**config.mk**
```make
export PLATFORM = sky130hd
export DESIGN_NAME = multicycle_step_sequencer_flat
export DESIGN_NICKNAME = d
export VERILOG_FILES = /design/src/rtl/multicycle_step_sequencer_if.sv /design/src/rtl/multicycle_step_sequencer.sv /design/src/flat_wrapper.sv
export SDC_FILE = /design/constraint.sdc
export NUM_CORES = 1
export LEC_CHECK = 0
export BUFFER_PORTS_ARGS = -buffer_cell sky130_fd_sc_hd__buf_2
export CORE_MARGIN = 2
export CORE_UTILIZATION = 45
export CTS_CLUSTER_DIAMETER = 50
export DETAILED_ROUTE_END_ITERATION = 8
export PLACE_DENSITY_LB_ADDON = 0.15
export SLEW_MARGIN = 20
export SYNTH_ARGS = -nofsm -noshare
export SYNTH_HDL_FRONTEND = slang
export SYNTH_SLANG_ARGS = --single-unit
```
**constraint.sdc**
```tcl
create_clock -name clk -period 1.9 [get_ports clk]
set_input_delay 0.38 -clock clk [delete_from_list [all_inputs] [get_ports clk]]
set_output_delay 0.38 -clock clk [all_outputs]
set_load 0.05 [all_outputs]
```
**src/rtl/multicycle_step_sequencer_if.sv**
```systemverilog
// Fetch/step bus between the multicycle step sequencer (slave) and its memory/decoder side (master).
interface multicycle_step_sequencer_if #(
  parameter int CNT_W  = 3,
  parameter int OPID_W = 6
);
  logic [15:0]       Ins;
  logic              Ins_valid;
  logic [CNT_W-1:0]  Cnt;
  logic [4:0]        InsM;
  logic [1:0]        InsL;
  logic [OPID_W-1:0] OpID;
  logic              Buff_PC;
  logic              Halted;
  logic              IllegalOp;

  modport master (
    output Ins, Ins_valid,
    input  Cnt, InsM, InsL, OpID, Buff_PC, Halted, IllegalOp
  );

  modport slave (
    input  Ins, Ins_valid,
    output Cnt, InsM, InsL, OpID, Buff_PC, Halted, IllegalOp
  );
endinterface

```
**src/rtl/multicycle_step_sequencer.sv**
```systemverilog
// Step counter + instruction register for the multicycle RISC controller.
// Optional feature macro: SEQ_ILLEGAL_TRAP_EN (illegal encodings stop the core in a TRAP state).
module multicycle_step_sequencer #(
  parameter int CNT_W  = 3,
  parameter int OPID_W = 6
) (
  input  logic                          clk,
  input  logic                          Rst_n,
  multicycle_step_sequencer_if.slave    bus
);
  localparam logic [1:0] ST_RUN  = 2'd0;
  localparam logic [1:0] ST_HALT = 2'd1;
`ifdef SEQ_ILLEGAL_TRAP_EN
  localparam logic [1:0] ST_TRAP = 2'd2;
`endif

  localparam logic [CNT_W-1:0]  CNT_FETCH  = CNT_W'(0);
  localparam logic [CNT_W-1:0]  CNT_WAIT   = CNT_W'(1);
  localparam logic [CNT_W-1:0]  CNT_EXEC   = CNT_W'(2);
  localparam logic [OPID_W-1:0] OP_HLT     = OPID_W'(6'h19);
  localparam logic [OPID_W-1:0] OP_ILLEGAL = {OPID_W{1'b1}};

  logic [1:0]        state_reg,   state_next;
  logic [CNT_W-1:0]  cnt_reg,     cnt_next;
  logic [15:0]       ir_reg,      ir_next;
  logic [OPID_W-1:0] opid_reg,    opid_next;
  logic [CNT_W-1:0]  last_reg,    last_next;
  logic              halted_reg,  halted_next;
  logic              illegal_reg, illegal_next;

  logic [OPID_W-1:0] dec_opid;
  logic [CNT_W-1:0]  dec_last;
  logic              is_hlt;
  logic              unused_ir;

  // Op index from the major opcode, low-bit function field and branch condition field.
  function automatic logic [5:0] decode_op(input logic [4:0] m, input logic [1:0] l, input logic [2:0] c);
    logic [5:0] op;
    op = 6'h3F;
    case (m)
      5'b00000: op = 6'h07 + {4'b0000, l};
      5'b00001: op = 6'h01;
      5'b00010: op = 6'h02;
      5'b00011: op = 6'h03;
      5'b00100: if (l == 2'b00) op = 6'h04;
      5'b00101: op = 6'h05;
      5'b00110: begin
        if (l == 2'b00)      op = 6'h06;
        else if (l == 2'b01) op = 6'h0B;
      end
      5'b00111: op = 6'h0C;
      5'b01000: op = 6'h0D;
      5'b01011: op = 6'h0E;
      5'b11000: begin
        case (c)
          3'b011:  op = 6'h0F;
          3'b010:  op = 6'h10;
          3'b001:  op = 6'h11;
          3'b000:  op = 6'h12;
          default: op = 6'h3F;
        endcase
      end
      5'b11001: op = 6'h13;
      5'b10000: op = 6'h14;
      5'b10001: op = 6'h15;
      5'b10010: op = 6'h16;
      5'b10011: op = 6'h17;
      5'b11100: begin
        if (l == 2'b00)      op = 6'h18;
        else if (l == 2'b01) op = 6'h19;
      end
      default:  op = 6'h3F;
    endcase
    return op;
  endfunction

  function automatic logic [2:0] last_step(input logic [5:0] op);
    case (op)
      6'h03, 6'h04: return 3'd4;
      6'h01, 6'h02, 6'h05, 6'h06, 6'h07, 6'h08, 6'h09, 6'h0A,
      6'h0C, 6'h0D, 6'h0E, 6'h15, 6'h16: return 3'd3;
      default: return 3'd2;
    endcase
  endfunction

  assign dec_opid = OPID_W'(decode_op(bus.Ins[15:11], bus.Ins[1:0], bus.Ins[10:8]));
  assign dec_last = CNT_W'(last_step(decode_op(bus.Ins[15:11], bus.Ins[1:0], bus.Ins[10:8])));
  assign is_hlt   = (opid_reg == OP_HLT);
  // Only the opcode fields of IR leave the block; the middle bits are kept for completeness.
  assign unused_ir = ^ir_reg[10:2];

  always_comb begin
    state_next   = state_reg;
    cnt_next     = cnt_reg;
    ir_next      = ir_reg;
    opid_next    = opid_reg;
    last_next    = last_reg;
    halted_next  = halted_reg;
    illegal_next = 1'b0;
    if (state_reg == ST_RUN) begin
      if (cnt_reg == CNT_FETCH) begin
        cnt_next = CNT_WAIT;
      end else if (cnt_reg == CNT_WAIT) begin
        if (bus.Ins_valid) begin
          ir_next      = bus.Ins;
          opid_next    = dec_opid;
          last_next    = dec_last;
          illegal_next = (dec_opid == OP_ILLEGAL);
          cnt_next     = CNT_EXEC;
        end
      end else if (cnt_reg >= last_reg) begin
        cnt_next = CNT_FETCH;
        if (is_hlt) begin
          state_next  = ST_HALT;
          halted_next = 1'b1;
        end
`ifdef SEQ_ILLEGAL_TRAP_EN
        else if (opid_reg == OP_ILLEGAL) begin
          state_next  = ST_TRAP;
          halted_next = 1'b1;
        end
`endif
      end else begin
        cnt_next = cnt_reg + CNT_W'(1);
      end
    end
  end

  always_ff @(posedge clk or negedge Rst_n) begin
    if (!Rst_n) begin
      state_reg   <= ST_RUN;
      cnt_reg     <= '0;
      ir_reg      <= '0;
      opid_reg    <= '0;
      last_reg    <= '0;
      halted_reg  <= 1'b0;
      illegal_reg <= 1'b0;
    end else begin
      state_reg   <= state_next;
      cnt_reg     <= cnt_next;
      ir_reg      <= ir_next;
      opid_reg    <= opid_next;
      last_reg    <= last_next;
      halted_reg  <= halted_next;
      illegal_reg <= illegal_next;
    end
  end

  // HLT (and a trapping illegal op) must not advance the PC on its last step.
  assign bus.Buff_PC = (state_reg == ST_RUN) && (cnt_reg >= CNT_EXEC) && (cnt_reg == last_reg) && !is_hlt
`ifdef SEQ_ILLEGAL_TRAP_EN
                       && (opid_reg != OP_ILLEGAL)
`endif
                       ;
  assign bus.Cnt       = cnt_reg;
  assign bus.InsM      = ir_reg[15:11];
  assign bus.InsL      = ir_reg[1:0];
  assign bus.OpID      = opid_reg;
  assign bus.Halted    = halted_reg;
  assign bus.IllegalOp = illegal_reg;
endmodule

```
**src/flat_wrapper.sv**
```systemverilog
// flat-port wrapper written by rule: the top's interface ports become plain ports
module multicycle_step_sequencer_flat 
#(
  parameter int CNT_W  = 3,
  parameter int OPID_W = 6
)
  (clk, Rst_n, bus_Ins, bus_Ins_valid, bus_Cnt, bus_InsM, bus_InsL, bus_OpID, bus_Buff_PC, bus_Halted, bus_IllegalOp);
  multicycle_step_sequencer_if #(.CNT_W(CNT_W), .OPID_W(OPID_W)) bus_i ();
  input  logic clk;
  input  logic Rst_n;
  input wire logic [$bits(bus_i.Ins)-1:0] bus_Ins;
  input wire logic [$bits(bus_i.Ins_valid)-1:0] bus_Ins_valid;
  output wire logic [$bits(bus_i.Cnt)-1:0] bus_Cnt;
  output wire logic [$bits(bus_i.InsM)-1:0] bus_InsM;
  output wire logic [$bits(bus_i.InsL)-1:0] bus_InsL;
  output wire logic [$bits(bus_i.OpID)-1:0] bus_OpID;
  output wire logic [$bits(bus_i.Buff_PC)-1:0] bus_Buff_PC;
  output wire logic [$bits(bus_i.Halted)-1:0] bus_Halted;
  output wire logic [$bits(bus_i.IllegalOp)-1:0] bus_IllegalOp;
  assign bus_i.Ins = bus_Ins;
  assign bus_i.Ins_valid = bus_Ins_valid;
  assign bus_Cnt = bus_i.Cnt;
  assign bus_InsM = bus_i.InsM;
  assign bus_InsL = bus_i.InsL;
  assign bus_OpID = bus_i.OpID;
  assign bus_Buff_PC = bus_i.Buff_PC;
  assign bus_Halted = bus_i.Halted;
  assign bus_IllegalOp = bus_i.IllegalOp;
  multicycle_step_sequencer #(.CNT_W(CNT_W), .OPID_W(OPID_W)) u_core (.clk(clk), .Rst_n(Rst_n), .bus(bus_i));
endmodule
```
==> summary.md, run 1 <==
| Metric | Value |
|---|---|
| Outcome | `finished, violations left` |
| Failing checks | `negative setup slack` |
| Die ar. | `0.00412 mm^2` |
| CP max stage cell | `or3_1` |
| Net Sw Power | `1630 uW` |
| Crit path DAT | `2.27 ns` |
| Post-synthesis async set-or-reset flop share | `100%` |
| Flop-to-flop setup slack | `0.08 ns` |
| Final setup margin | `-0.171 ns` |
| Most frequent cells after synthesis | `nand2_1 (31), dfrtp_1 (21), o21ai_0 (15)` |
| CP peak stage delay | `0.34 ns` |
| Initial core utilization | `47.7%` |
| Largest net degree at the start of global routing | `22` |
| Syn Nets | `224` |
| Diode count | `0` |
| Max reg flops | `7` |
| Number of buffers created by CTS | `3` |
| Most common cell in the netlist | `nand2_1` |
| Clk_lat worst skew | `0.31 ns` |
| Main synth FF type | `dfrtp_1` |
| Period utilization | `109%` |
| Clock-pin slew on the worst setup and hold paths | `0.12 ns` |
| Share of cells above drive strength 1 | `42.9%` |
| Vias in the first global route | `1712` |
| Area delta synth->final | `42.9%` |
| Mean area per synthesized cell | `8.48 um^2` |
| Clock power share | `7.2%` |
| Clk root buf | `clkbuf_4` |
| Minimum clock period | `2.07 ns` |
| Setup TNS | `-0.523 ns` |
| Rows | `21` |
| Clk_skew | `0.00853 ns` |
| Final total power | `3060 uW` |
| Post-DP HPWL | `3520 um` |
| # IOs | `38` |
| Die height | `64.2 um` |
| RSZ-0062 raised after global routing | `yes` |
| Hold Path Class | `in2async` |
| Fmax | `0.483 GHz` |
| # H-tree levels | `1` |
| Top cells by area, synth | `dfrtp_1 (32%), ha_1 (10%), nand2_1 (7.1%)` |
| Vias/cell | `5.45` |
| CTS tree | `done` |
| Warnings, synthesis | `0` |
| Top cell type by total area after synthesis | `dfrtp_1` |
| Gr usage total | `22.8%` |
| Die W | `64.2 um` |
| Fin nets | `292` |
| Final setup violation count | `5` |
| Register share of total power | `25.9%` |
| Critical path, cell by cell | `buf_6 -> inv_8 -> ha_4 -> nor4b_4 -> nor2b_4 -> a31oi_1 -> o22ai_2 -> nor3_4 -> ha_1 -> or3_1 -> nand4_1 -> a32oi_1` |
| Number of synthesized register bits | `21` |
| Register area share after synthesis | `32.3%` |
| Worst-Margin Slew | `0.478 ns` |
| Fin. Hold Viols | `0` |
| CTS max path bufs | `2` |
| Syn Std Cell Area | `0.00163 mm^2` |
| Max VDD drop | `0.641 mV` |
| Max-slew headroom | `68.1%` |
| DRC Markers | `0` |
| Core area | `0.00342 mm^2` |
| Internal power | `1430 uW` |
| Port-buffer cells | `31` |
| CTS sink count | `21` |
| Kind of cell adding the most delay to the critical path | `simple AND/OR/NAND/NOR gates` |
| Yosys top cell area share | `32.3%` |
| Routed len/inst | `14.9 um` |
| CP Data Required Time | `2.10 ns` |
| Sw Share | `53.2%` |
| Crit-path max FO | `4` |
| Power per cell area | `1310 mW/mm^2` |
| Yosys cell types | `53` |
| Worst Path Class, Setup | `in2reg` |
| Vias | `1663` |
| Max-Cap Viols | `0` |
| Combinational power share | `66.9%` |
| Total congestion overflow | `0` |
| P_leak | `0.00111 uW` |
| Worst path buffer plus inverter count | `2` |
| Drt total wl | `4560 um` |
| DRT iter0 DRCs | `67` |
| Fin. max-slew vios | `0` |
| Pre-antenna DRT Iters | `5` |
| Post-synth EDFFs | `0` |
| Routability cong. | `0.793` |
| Cell count after synthesis | `192` |
| Crit. End Element | `flop` |
| Startpoint types | `input port` |
| Detail Route Antenna Nets | `0` |
| Initial antenna violation count | `0` |
| First-pass GRT wire length | `7510 um` |
## logic make-up (layout without fill, tap and decap cells)
family	after synthesis	in the layout	synth area share (%)
muxes	2	2	1.31
adders and majority gates	13	13	9.98
xor gates and xnor gates	2	2	1.08
DFF	21	21	32.3
and+or+nand+nor	76	76	23.5
AOI/OAI and AO/OA	55	55	23.2
buffers and inverters	23	90	8.68
## layout by cell type, fill, tap and decap left out, types with 3 or more instances in the layout
| cell type | Yosys | final |
|---|---|---|
| buf_4 | 1 | 42 |
| nand2_1 | 31 | 31 |
| buf_2 | 3 | 27 |
| dfrtp_1 | 21 | 19 |
| o21ai_0 | 15 | 14 |
| inv_1 | 12 | 9 |
| nor2_1 | 11 | 8 |
| a21oi_1 | 9 | 8 |
| ha_1 | 13 | 8 |
| clkbuf_4 | 0 | 4 |
| a31oi_1 | 4 | 3 |
| nor2b_1 | 4 | 3 |
| nor4_1 | 3 | 3 |
| nand3_1 | 4 | 3 |
| a21o_1 | 3 | 3 |
| ha_4 | 0 | 3 |
| buf_6 | 1 | 3 |
## metal layers
metal  GRT usage [%]  wire length [um]  vias to the layer above
met4            9.04                40                        0
met2            43.9              2570                       32
met5               0                 0                        -
met3            1.76                93                        4
met1            25.7              1860                      797
li1                -                 -                      830
## final cells by class
class	instances	area (um^2)
clock buffer	4	26.3
timing repair buffer	74	507
sequential	21	528
multi-input combinational	148	1140
tap	46	57.6
inverter	12	67.6
fill	304	1090
## power by group through the flow
stage	combinational [uW]	clock, uW	sequential, uW
floorplan	823	0	1380
global placement	1840	0	792
detailed placement	1900	0	808
CTS	1960	223	789
global route	2200	242	817
finish	2050	219	793
## per-stage QoR
step / std cells / setup WS [ns] / cell area [um^2] / utilization, % / hold slack (ns)
after floorplan: 192 / -0.342 / 1740 / - / 0.0844
after global placement: 298 / -0.602 / 2140 / 62.8 / 0.351
after detailed placement: 298 / -0.621 / 2140 / 62.8 / 0.366
after CTS: 303 / -0.219 / 2220 / 65.1 / 0.0286
after global routing: 305 / -0.286 / 2330 / 68.2 / 0.0470
final: 305 / -0.171 / 2330 / 68.2 / 0.00699
## final timing paths
| check | from | end | cells after the start |
|---|---|---|---|
| max in group asynchronous | Rst_n | u_core.bus.Cnt[0] | 1 |
| worst min-delay path | Rst_n | u_core.bus.OpID[1] | 1 |
| worst min register to register | u_core.ir_reg[15] | u_core.ir_reg[15] | 2 |
| worst max-delay path | bus_Ins[0] | u_core.last_reg[0] | 12 |
| worst max register to register | u_core.bus.Cnt[0] | u_core.bus.Cnt[0] | 8 |
| min in group clk | bus_Ins[1] | u_core.ir_reg[1] | 4 |
## timing repair
item,4_1_cts,5_1_grt
buffers inserted,1,2
pin swaps,7,10
endpoints found under the setup margin,8,11
gates resized for setup,11,20
hold buffers,0,0
Note: power is estimated with default switching activity, not from simulation.
==> run 2: changes to the inputs <==
==> constraint.sdc (replaced) <==
create_clock -name clk -period 2.2 [get_ports clk]
set_input_delay 0.44 -clock clk [delete_from_list [all_inputs] [get_ports clk]]
set_output_delay 0.44 -clock clk [all_outputs]
set_load 0.05 [all_outputs]
==> summary.md, run 2 (synthesis gave the netlist of run 1 again) <==
| Metric | Value |
|---|---|
| Outcome | `finished, violations left (unchanged)` |
| Failing checks | `negative setup slack (unchanged)` |
| Area occupied by multi-input gates | `0.00109 mm^2 (was 0.00114 mm^2)` |
| Diode count | `0 (unchanged)` |
| Routability cong. | `0.834 (was 0.793)` |
| # H-tree levels | `1 (unchanged)` |
| Core Util, Final | `66.2% (was 68.2%)` |
| Final setup margin | `-0.0184 ns (was -0.171 ns)` |
| Area delta synth->final | `38.7% (was 42.9%)` |
| Commonest non-fill, non-tap cell in the layout | `buf_4 (unchanged)` |
| Fmax | `0.451 GHz` |
| Max reg flops | `7 (unchanged)` |
| Most frequent cells in the layout | `buf_4 (39), nand2_1 (31), buf_2 (27), dfrtp_1 (21), o21ai_0 (15) (was buf_4 (42), nand2_1 (31), buf_2 (27), dfrtp_1 (19), o21ai_0 (14))` |
| Die ar. | `0.00412 mm^2 (unchanged)` |
| CP max stage cell | `a221o_1 (was or3_1)` |
| Crit-path max FO | `2 (was 4)` |
| Critical path, cell by cell | `buf_8 -> inv_12 -> buf_6 -> ha_4 -> o211ai_1 -> a221o_1 -> and2_4 -> nor3_4 -> ha_1 -> or3_1 -> nand4_1 -> a32oi_1 (was buf_6 -> inv_8 -> ha_4 -> nor4b_4 -> nor2b_4 -> a31oi_1 -> o22ai_2 -> nor3_4 -> ha_1 -> or3_1 -> nand4_1 -> a32oi_1)` |
| Clk root buf | `clkbuf_4 (unchanged)` |
| Max VDD drop | `0.485 mV (was 0.641 mV)` |
| Crit. End Element | `flop (unchanged)` |
| Routed len/inst | `13.8 um (was 14.9 um)` |
| CTS max path bufs | `2 (unchanged)` |
| Core area | `0.00342 mm^2 (unchanged)` |
| Final setup violation count | `1 (was 5)` |
| Minimum clock period | `2.22 ns` |
| Flop-to-flop setup slack | `0.16 ns (was 0.08 ns)` |
| R2r endpoint | `u_core.bus.OpID[3] (was u_core.bus.Cnt[0])` |
| Fin nets | `289 (was 292)` |
| Filler cell count | `291 (was 304)` |
| Vias/cell | `5.50 (was 5.45)` |
| Drt total wl | `4170 um (was 4560 um)` |
| Worst-Margin Slew | `0.468 ns (was 0.478 ns)` |
| Largest net degree at the start of global routing | `22 (unchanged)` |
| Met2 GRT Util | `39.7% (was 43.9%)` |
| CP peak stage delay | `0.40 ns (was 0.34 ns)` |
| Reg-to-Reg Start | `u_core.bus.Cnt[1] (was u_core.bus.Cnt[0])` |
| CP Capture Point | `u_core.last_reg[0] (unchanged)` |
| Worst Hold Slack | `0.0691 ns (was 0.00699 ns)` |
| Fin. max-slew vios | `0 (unchanged)` |
| Gr usage total | `21.6% (was 22.8%)` |
| Period utilization | `101%` |
| DRT iter0 DRCs | `83 (was 67)` |
| Worst Path Class, Setup | `in2reg (unchanged)` |
| RSZ-0062 raised after global routing | `yes (unchanged)` |
| Worst setup path startpoint | `bus_Ins[1] (was bus_Ins[0])` |
| Hold Path Class | `in2async (unchanged)` |
| Fin. Hold Viols | `0 (unchanged)` |
| Port-buffer cells | `31 (unchanged)` |
| DRC Markers | `0 (unchanged)` |
| Vias | `1660 (was 1663)` |
| Startpoint types | `input port (unchanged)` |
| Power per cell area | `1110 mW/mm^2 (was 1310 mW/mm^2)` |
| Pre-antenna DRT Iters | `4 (was 5)` |
| Crit path DAT | `2.41 ns (was 2.27 ns)` |
| Clk_lat worst skew | `0.30 ns (was 0.31 ns)` |
| Clock-pin slew on the worst setup and hold paths | `0.11 ns (was 0.12 ns)` |
| Worst reg2reg path depth | `6 (was 8)` |
| Post-DP HPWL | `3320 um (was 3520 um)` |
| Placed cell count | `296 (was 298)` |
| CP Data Required Time | `2.39 ns (was 2.10 ns)` |
| Vias in the first global route | `1635 (was 1712)` |
| Clk_skew | `0.00361 ns (was 0.00853 ns)` |
| Max-Cap Viols | `0 (unchanged)` |
| CTS sink count | `21 (unchanged)` |
| Non-Filler Instances | `302 (was 305)` |
| Met3 usage | `1.06% (was 1.76%)` |
| Die W | `64.2 um (unchanged)` |
| Register area | `526 um^2 (was 528 um^2)` |
| Cts hold-fix bufs | `0 (unchanged)` |
| Total congestion overflow | `0 (unchanged)` |
| Detail Route Antenna Nets | `0 (unchanged)` |
| # IOs | `38 (unchanged)` |
| Initial antenna violation count | `0 (unchanged)` |
| CTS tree | `done (unchanged)` |
| Number of buffers created by CTS | `3 (unchanged)` |
| Final total power | `2510 uW (was 3060 uW)` |
| Gr busiest metal | `met2 (unchanged)` |
| P_leak | `0.00111 uW (about the same)` |
| Max-slew headroom | `68.8% (was 68.1%)` |
| Share of cells above drive strength 1 | `37.9% (was 42.9%)` |
| Die height | `64.2 um (unchanged)` |
| Initial core utilization | `47.7% (unchanged)` |
| First-pass GRT wire length | `7090 um (was 7510 um)` |
| Met1 Use GR | `26.9% (was 25.7%)` |
| Rows | `21 (unchanged)` |
==> run 2: cell types whose count changed in the layout (fill, tap and decap cells not counted), moves of 2 or more <==
cell     delta
ha_1        +2
nor2_1      +2
buf_4       -3
dfrtp_2     -2
dfrtp_1     +2
==> run 2: per-stage QoR <==
step	worst slack (ns)	cell area [um^2]	setup TNS (ns)
detailed placement	-0.447	2140	-1.34
CTS	-0.0364	2180	-0.0364
finish	-0.0184	2260	-0.0184
floorplan	-0.102	1730	-0.114
global placement	-0.377	2140	-1.08
global route	-0.0799	2260	-0.152
==> run 2: layout make-up <==
type / count / area share (%)
inverter: 12 / 2.88
clock buffer: 4 / 1.16
multi-input combinational: 148 / 48.2
timing repair buffer: 71 / 22.0
tap: 46 / 2.55
sequential: 21 / 23.3
==> run 2: where the power goes <==
part / internal, uW / leakage [uW] / switching (uW)
sequential: 559 / 0.000262 / 127
clock: 70.7 / 0.0000150 / 116
combinational: 545 / 0.000829 / 1090
==> run 2: how the worst min path moves through the flow <==
stage           from                  to  slack (ns)  depth (start not counted)
2_1_floorplan  Rst_n   u_core.bus.Cnt[0]        0.14                          0
5_1_grt        Rst_n  u_core.bus.OpID[1]        0.09                          1
4_1_cts        Rst_n   u_core.bus.Cnt[1]        0.08                          1
6_report       Rst_n   u_core.bus.Cnt[0]        0.07                          1
3_3_place_gp   Rst_n   u_core.bus.Cnt[0]        0.41                          1
3_5_place_dp   Rst_n   u_core.bus.Cnt[1]        0.42                          1
==> run 2: routing by layer <==
metal	vias up	routed length [um]
met4	0	53
met3	5	142
met2	40	2160
met5	-	0
met1	790	1810
li1	825	-
==> run 2: critical path: cells and delay by family <==
kind	cells	cell delay, ns
AOI/OAI and AO/OA	3	0.54
and+or+nand+nor	4	0.81
adders and majority gates	2	0.38
buffers and inverters	3	0.24
==> run 2: repair_timing <==
| action | in CTS | in global routing |
|---|---|---|
| resized for setup | 3 | 19 |
| setup endpoints to repair | 3 | 4 |
| pin swaps | 1 | 6 |
| buffers inserted | 0 | 2 |
